**config.mk**
```make
export PLATFORM = sky130hd
export DESIGN_NAME = serial_adder_ctrl
export DESIGN_NICKNAME = d
export VERILOG_FILES = /design/src/rtl/serial_adder_ctrl.sv
export SDC_FILE = /design/constraint.sdc
export NUM_CORES = 1
export LEC_CHECK = 0
export BUFFER_PORTS_ARGS = -buffer_cell sky130_fd_sc_hd__buf_2
export CAP_MARGIN = 0
export CORE_ASPECT_RATIO = 1.75
export CORE_UTILIZATION = 55
export CTS_CLUSTER_SIZE = 16
export DETAILED_ROUTE_END_ITERATION = 16
export PLACE_DENSITY = 0.8
export SKIP_CTS_REPAIR_TIMING = 1
export SYNTH_ARGS = -nofsm -noshare
export SYNTH_HDL_FRONTEND = slang
export SYNTH_HIERARCHICAL = 1
export SYNTH_SLANG_ARGS = --single-unit
export TNS_END_PERCENT = 30
```
**constraint.sdc**
```tcl
create_clock -name clk -period 2.9 [get_ports clk]
set_clock_uncertainty 0.15 [all_clocks]
set_input_delay 0.29 -clock clk [delete_from_list [all_inputs] [get_ports clk]]
set_output_delay 0.29 -clock clk [all_outputs]
set_load 0.02 [all_outputs]
```
**src/rtl/serial_adder_ctrl.sv**
```systemverilog
// Bit-serial add/subtract controller: one full adder is reused for every bit
// position, LSB first, with the carry held in a flip-flop between cycles.

module full_adder (
  input  logic i_a,
  input  logic i_b,
  input  logic i_c,
  output logic o_s,
  output logic o_c
);
  assign o_s = i_a ^ i_b ^ i_c;
  assign o_c = (i_a & i_b) | (i_a & i_c) | (i_b & i_c);
endmodule

module serial_adder_ctrl #(
  parameter int WIDTH = 8
) (
  input  logic             clk,
  input  logic             rst,
  input  logic             start,
  input  logic             op,
  input  logic [WIDTH-1:0] a,
  input  logic [WIDTH-1:0] b,
  input  logic             cin,
  output logic             busy,
  output logic             done,
  output logic [WIDTH-1:0] sum,
  output logic             cout,
  output logic [1:0]       dbg_state
);
  // Handshake: start is a request sampled only while idle (busy=0); requests
  // while busy are dropped. done is a one-cycle pulse with sum/cout valid.

  localparam int CW = $clog2(WIDTH);

  typedef enum logic [1:0] {
    S_IDLE = 2'd0,
    S_RUN  = 2'd1,
    S_DONE = 2'd2
  } state_t;

  state_t           r_state;
  state_t           w_next;
  logic [WIDTH-1:0] r_opa;
  logic [WIDTH-1:0] r_opb;
  logic             r_carry;
  logic [CW-1:0]    r_cnt;
  logic [WIDTH-2:0] r_res;
  logic [WIDTH-1:0] r_sum;
  logic             r_cout;
  logic             w_s;
  logic             w_c;
  logic             w_last;
  logic [WIDTH-1:0] w_full;

  full_adder u_fa (
    .i_a (r_opa[0]),
    .i_b (r_opb[0]),
    .i_c (r_carry),
    .o_s (w_s),
    .o_c (w_c)
  );

  // The newest sum bit enters at the MSB; after WIDTH bits the first one sits at bit 0.
  assign w_full = {w_s, r_res};
  assign w_last = (r_cnt == CW'(WIDTH - 1));

  always_ff @(posedge clk) begin
    if (rst) r_state <= S_IDLE;
    else     r_state <= w_next;
  end

  always_comb begin
    w_next = r_state;
    case (r_state)
      S_IDLE:  if (start) w_next = S_RUN;
      S_RUN:   if (w_last) w_next = S_DONE;
      S_DONE:  w_next = S_IDLE;
      default: w_next = S_IDLE;
    endcase
  end

  always_ff @(posedge clk) begin
    if (rst) begin
      r_opa   <= '0;
      r_opb   <= '0;
      r_carry <= 1'b0;
      r_cnt   <= '0;
      r_res   <= '0;
      r_sum   <= '0;
      r_cout  <= 1'b0;
    end else begin
      case (r_state)
        S_IDLE: begin
          if (start) begin
            r_opa   <= a;
            r_opb   <= op ? ~b : b;
            r_carry <= op ? 1'b1 : cin;
            r_cnt   <= '0;
          end
        end
        S_RUN: begin
          r_res   <= w_full[WIDTH-1:1];
          r_carry <= w_c;
          r_opa   <= r_opa >> 1;
          r_opb   <= r_opb >> 1;
          r_cnt   <= r_cnt + 1'b1;
          if (w_last) begin
            r_sum  <= w_full;
            r_cout <= w_c;
          end
        end
        default: ;
      endcase
    end
  end

  assign busy      = (r_state != S_IDLE);
  assign done      = (r_state == S_DONE);
  assign sum       = r_sum;
  assign cout      = r_cout;
  assign dbg_state = r_state;
endmodule

```
==> results.ini, run 1 <==
[status]
outcome=completed

[logic_synthesis]
synthesis.nets=210
syn_area_per_cell_um2=9.16
synth_cells=186
synth_area_um2=1700
async_reset_ff_share_pct=0
ys_types=36
synthFlopType=dfxtp_1
ys_seq_elements=38
yosys_warnings=6
synth_edf_count=0
ys_seq_area_share_pct=44.6

[worst_setup_path]
regToRegEndpoint=r_opb[0]
path_delay_family=flip-flops
cp_max_fo=24
rr_startpoint=dbg_state[0]
start_kind=flip-flop
crit_path_end_kind=flip-flop
r2r_slack_ps=900
critPathBufInv=1
crit_arrival_ps=2060
cpMaxStageDelayCell=dfxtp_1
rr_worst_depth=4
crit_type=flip-flop to flip-flop
crit_required_ps=2960
crit_chain=nor2b_2, buf_4, a22oi_1, o22ai_1
slowest_delay_ps=800

[clock_network]
cts_buffers=5
root_buffer=clkbuf_8
htree_levels=2
insertion_delay_ps=290
cts_tree=done
cts.clk_slew.worst_paths_ps=70
cts.path.max_buffers=2
cts_sinks=38

[sta]
slew_headroom_pct=50.8
hold_violations=0
worstMarginPinSlew_ps=737
fmax_ghz=0.499
fin_crit_ps=2000
post-route-period-util_pct=69.1
rsz0062_at_grt=no
slew_viol_final=0
setup_violations=0
setup_tns_ps=0

[final_layout]
final_common_cell=dfxtp_1
multi_input_area_um2=832
drive_gt1_share_pct=25.4
fillers=253
antenna_cells=0
seq_area_um2=761
area_growth_syn_to_layout_pct=13.7
final_nets=236
mostFrequentLayoutCells=dfxtp_1, buf_2, nand2_1, a21oi_1, nor2_1

[drt]
wirelength_um=3210
drc=0
drtIter0Drc=42
postRouteAntennaNets=0
viasPerCell=5.71
num_vias=1375
wire_per_inst_um=13.3
drtPass1Iterations=7

[hold_path]
hold_path_depth=3
hold_path_class=input pin to flip-flop
min_from=a[7]
min_to=r_opa[7]

[floorplanning]
fp.dieW_um=44.1
initial_core_util_pct=58.2
dieHeight_um=75.6
core_area_um2=2930
num_rows=26
io_pins=34
die-area_um2=3330

[pwr]
pwr-share-clk_pct=43.7
switching_share_pct=22.2
ir_drop_mv=0.423
seq_power_share_pct=46.5
p_per_area_nw_per_um2=627
p_int_mw=0.946
p_switching_mw=0.270
power_frac_comb_pct=9.7
finalPower_mw=1.22
leakage_nw=0.770

[global_route]
grt_pass1_vias=1251
grt_max_degree=41
antenna_found_initial=0
grt-ovfl-total=0
grt_pass1_wl_um=5350
grt.total_usage_pct=21.8

[place]
gp_congestion=0.751
io_buffers=33
dp_hpwl_um=2290

[flow_run]
drv_cap=0

==> through the flow <==
step	utilization [%]	hold slack (ps)	worst slack [ps]	cells	instance area (um^2)
after global placement	61.5	294	986	233	1800
after floorplan	-	244	1390	186	1700
final	66.2	89.6	897	241	1940
after global routing	66.2	105	682	241	1940
after CTS	66.2	88.2	860	241	1940
after detailed placement	61.5	294	883	233	1800
==> power by group through the flow <==
stage	Combinational, mW	Sequential, mW	Clock (mW)
6_report	0.118	0.566	0.532
5_1_grt	0.133	0.570	0.571
4_1_cts	0.120	0.566	0.544
3_5_place_dp	0.119	0.578	0
3_3_place_gp	0.114	0.576	0
2_1_floorplan	0.103	0.570	0
==> cell usage after synthesis (2+ instances only) <==
library cell	instances	share of area (%)
o22ai_1	6	2.2
buf_1	2	0.44
nor2_1	13	2.9
buf_4	2	0.88
a22oi_1	10	4.4
dfxtp_1	38	45
nand3_1	9	2.6
buf_6	4	2.6
nand2b_1	8	2.9
or3b_1	7	3.6
a21oi_1	23	6.8
nand2_1	23	5.1
ha_1	2	1.5
nor3_1	8	2.3
buf_2	4	1.2
xnor2_1	7	3.6
==> cell families (layout without fill, tap and decap cells) <==
family / after synthesis / after routing / share of synthesized area, %
compound gates: 46 / 46 / 18.6
xor+xnor: 8 / 8 / 4.11
fa+ha+maj: 3 / 3 / 2.64
buf+inv: 15 / 42 / 6.53
flops: 38 / 38 / 44.6
simple gates: 76 / 76 / 23.4
==> how the worst max path moves through the flow <==
| stage | from | endpoint | slack (ps) | cells after the start |
|---|---|---|---|---|
| 2_1_floorplan | dbg_state[1] | done | 1390 | 2 |
| 3_3_place_gp | dbg_state[0] | r_carry | 990 | 4 |
| 3_5_place_dp | dbg_state[0] | r_opb[2] | 880 | 4 |
| 4_1_cts | dbg_state[0] | r_opb[2] | 860 | 4 |
| 5_1_grt | dbg_state[0] | r_opb[0] | 680 | 4 |
| 6_report | dbg_state[0] | r_opb[0] | 900 | 4 |
==> sequential cells by signal, summed over array words and instances, names as in the netlist <==
signal / cells
cout: 1
r_res: 7
r_cnt: 3
r_opa: 8
sum: 8
r_carry: 1
dbg_state: 2
r_opb: 8
==> layer usage <==
layer	up-vias	GRT usage, %	share of wire, %
met5	-	0	0
met4	0	9.76	1.8
met3	6	5.92	4.5
met2	37	38.9	52
met1	636	23.5	41
li1	696	-	-
==> layout make-up <==
class / instances / area share [%]
Clock buffer: 5 / 3.55
Multi-Input combinational cell: 133 / 42.9
Clock inverter: 3 / 3.55
Timing Repair Buffer: 34 / 8.91
Sequential cell: 38 / 39.3
Tap cell: 28 / 1.81
==> worst register-to-register path: stages (launching register included) <==
cell and delay, ps:
dfxtp_1 800, nor2b_2 370, buf_4 290, a22oi_1 120, o22ai_1 180
Note: power is estimated with default switching activity, not from simulation.
==> run 2, diff against run 1 <==
--- a/config.mk
+++ b/config.mk
@@ -8,10 +8,10 @@
 export BUFFER_PORTS_ARGS = -buffer_cell sky130_fd_sc_hd__buf_2
 export CAP_MARGIN = 0
 export CORE_ASPECT_RATIO = 1.75
-export CORE_UTILIZATION = 55
+export CORE_UTILIZATION = 53
 export CTS_CLUSTER_SIZE = 16
 export DETAILED_ROUTE_END_ITERATION = 16
-export PLACE_DENSITY = 0.8
+export PLACE_DENSITY = 0.77
 export SKIP_CTS_REPAIR_TIMING = 1
 export SYNTH_ARGS = -nofsm -noshare
 export SYNTH_HDL_FRONTEND = slang
==> constraint.sdc (replaced) <==
create_clock -name clk -period 1.95 [get_ports clk]
set_clock_uncertainty 0.15 [all_clocks]
set_input_delay 0.195 -clock clk [delete_from_list [all_inputs] [get_ports clk]]
set_output_delay 0.195 -clock clk [all_outputs]
set_load 0.02 [all_outputs]
==> results.ini, run 2 (synthesis gave the netlist of run 1 again) <==
[worst_setup_path]
critPathBufInv=0  ; was 1
cpMaxStageDelayCell=ha_1  ; was dfxtp_1
cp_max_fo=11  ; was 24
crit_required_ps=1980  ; was 2960 ps
path_delay_family=adder cells  ; was flip-flops
slowest_delay_ps=410  ; was 800 ps
cpMostUsedCell=ha_1
start_kind=flip-flop  ; unchanged
crit_type=flip-flop to flip-flop  ; unchanged
crit_path_end_kind=flip-flop  ; unchanged
crit_arrival_ps=1750  ; was 2060 ps
crit_chain=ha_1, ha_1, nand3b_2, nand2_1, a21oi_1  ; was nor2b_2, buf_4, a22oi_1, o22ai_1

[drt]
wire_per_inst_um=12.6  ; was 13.3 um
drtPass1Iterations=4  ; was 7
num_vias=1408  ; was 1375
viasPerCell=5.46  ; was 5.71
drtIter0Drc=34  ; was 42
drc=0  ; unchanged
wirelength_um=3240  ; was 3210 um
postRouteAntennaNets=0  ; unchanged

[clock_network]
cts_buffers=5  ; unchanged
htree_levels=2  ; unchanged
root_buffer=clkbuf_8  ; unchanged
cts.clk_slew.worst_paths_ps=80  ; was 70 ps
cts_tree=done  ; unchanged
insertion_delay_ps=290  ; about the same
cts.path.max_buffers=2  ; unchanged
cts_sinks=38  ; unchanged

[place]
dp_hpwl_um=2270  ; was 2290 um
post_dp_cell_area_um2=1830  ; was 1800 um^2
io_buffers=33  ; unchanged
gp_congestion=0.714  ; was 0.751

[global_route]
antenna_found_initial=0  ; unchanged
grt_max_degree=28  ; was 41
grt.total_usage_pct=20.6  ; was 21.8%
grt_pass1_vias=1332  ; was 1251
grt-ovfl-total=0  ; unchanged
grt_pass1_wl_um=5350  ; unchanged
gr-usage-met3_pct=4.24  ; was 5.92%
gr-max-usage-layer=met2  ; unchanged
met2_usage_pct=37.2  ; was 38.9%
met1_usage_pct=21.9  ; was 23.5%

[floorplanning]
core_area_um2=2990  ; was 2930 um^2
fp.dieW_um=44.9  ; was 44.1 um
num_rows=26  ; unchanged
initial_core_util_pct=56.9  ; was 58.2%
dieHeight_um=77.0  ; was 75.6 um
io_pins=34  ; unchanged
die-area_um2=3460  ; was 3330 um^2

[sta]
worstMarginPinSlew_ps=595  ; was 737 ps
fin_crit_ps=1720  ; was 2000 ps
fmax_ghz=0.581  ; was 0.499 GHz
post-route-period-util_pct=88.2  ; was 69.1%
slew_headroom_pct=60.2  ; was 50.8%
hold_violations=0  ; unchanged
slew_viol_final=0  ; unchanged
rsz0062_at_grt=no  ; unchanged
setup_violations=0  ; unchanged
setup_tns_ps=0  ; unchanged

[status]
outcome=completed  ; unchanged

[final_layout]
mostFrequentLayoutCells=dfxtp_1, buf_2, nand2_1, a21oi_1, nor2_1  ; unchanged
final_nets=239  ; was 236
final_common_cell=dfxtp_1  ; unchanged
drive_gt1_share_pct=25.9  ; was 25.4%
fin_area_um2=1940  ; about the same
area_growth_syn_to_layout_pct=14.0  ; was 13.7%
antenna_cells=0  ; unchanged

[pwr]
ir_drop_mv=0.680  ; was 0.423 mV
p_per_area_nw_per_um2=817  ; was 627 nW/um^2
leakage_nw=0.766  ; was 0.770 nW

[hold_path]
hold_path_class=input pin to flip-flop  ; unchanged

[flow_run]
drv_cap=0  ; unchanged

run 2: final timing paths:
path | depth (start not counted) | end | startpoint | slack, ps
worst max-delay path | 5 | sum[1] | r_cnt[0] | 230
worst min-delay path | 3 | r_opb[6] | b[6] | 20
worst max register to register | 5 | sum[1] | r_cnt[0] | 230
worst min register to register | 2 | r_res[0] | r_res[0] | 310
run 2: tightest hold or removal path, stage by stage:
cell and delay (ps):
buf_2 80, xnor2_1 60, o22ai_2 80
run 2: area by class of cell:
type                            count  area, um^2
Clock inverter                      2        12.5
Timing Repair Buffer               37         198
Fill cell                         264        1050
Clock buffer                        6        82.6
Sequential cell                    38         761
Tap cell                           42        52.6
Multi-Input combinational cell    133         837
run 2: where the power goes:
| group | switching, mW | total (mW) | internal (mW) |
|---|---|---|---|
| Clock | 0.282 | 0.567 | 0.284 |
| Combinational | 0.102 | 0.188 | 0.0859 |
| Sequential | 0.0211 | 0.832 | 0.811 |
| Total | 0.405 | 1.59 | 1.18 |
run 2: through the flow:
step                total power [mW]  util (%)  worst slack (ps)  std cells  hold slack (ps)
floorplan                       1.00         -               534        186              149
global placement                1.03      61.2               263        249              281
detailed placement              1.04      61.2               143        249              287
CTS                             1.60      64.4               137        257            -22.4
global route                    1.66      64.9              71.9        258             16.5
finish                          1.59      64.9               229        258             16.3
run 2: per-layer routing:
| metal | wire length, um | vias up |
|---|---|---|
| met1 | 1340 | 656 |
| met2 | 1700 | 40 |
| li1 | - | 706 |
| met5 | 0 | - |
| met4 | 51 | 0 |
| met3 | 146 | 6 |
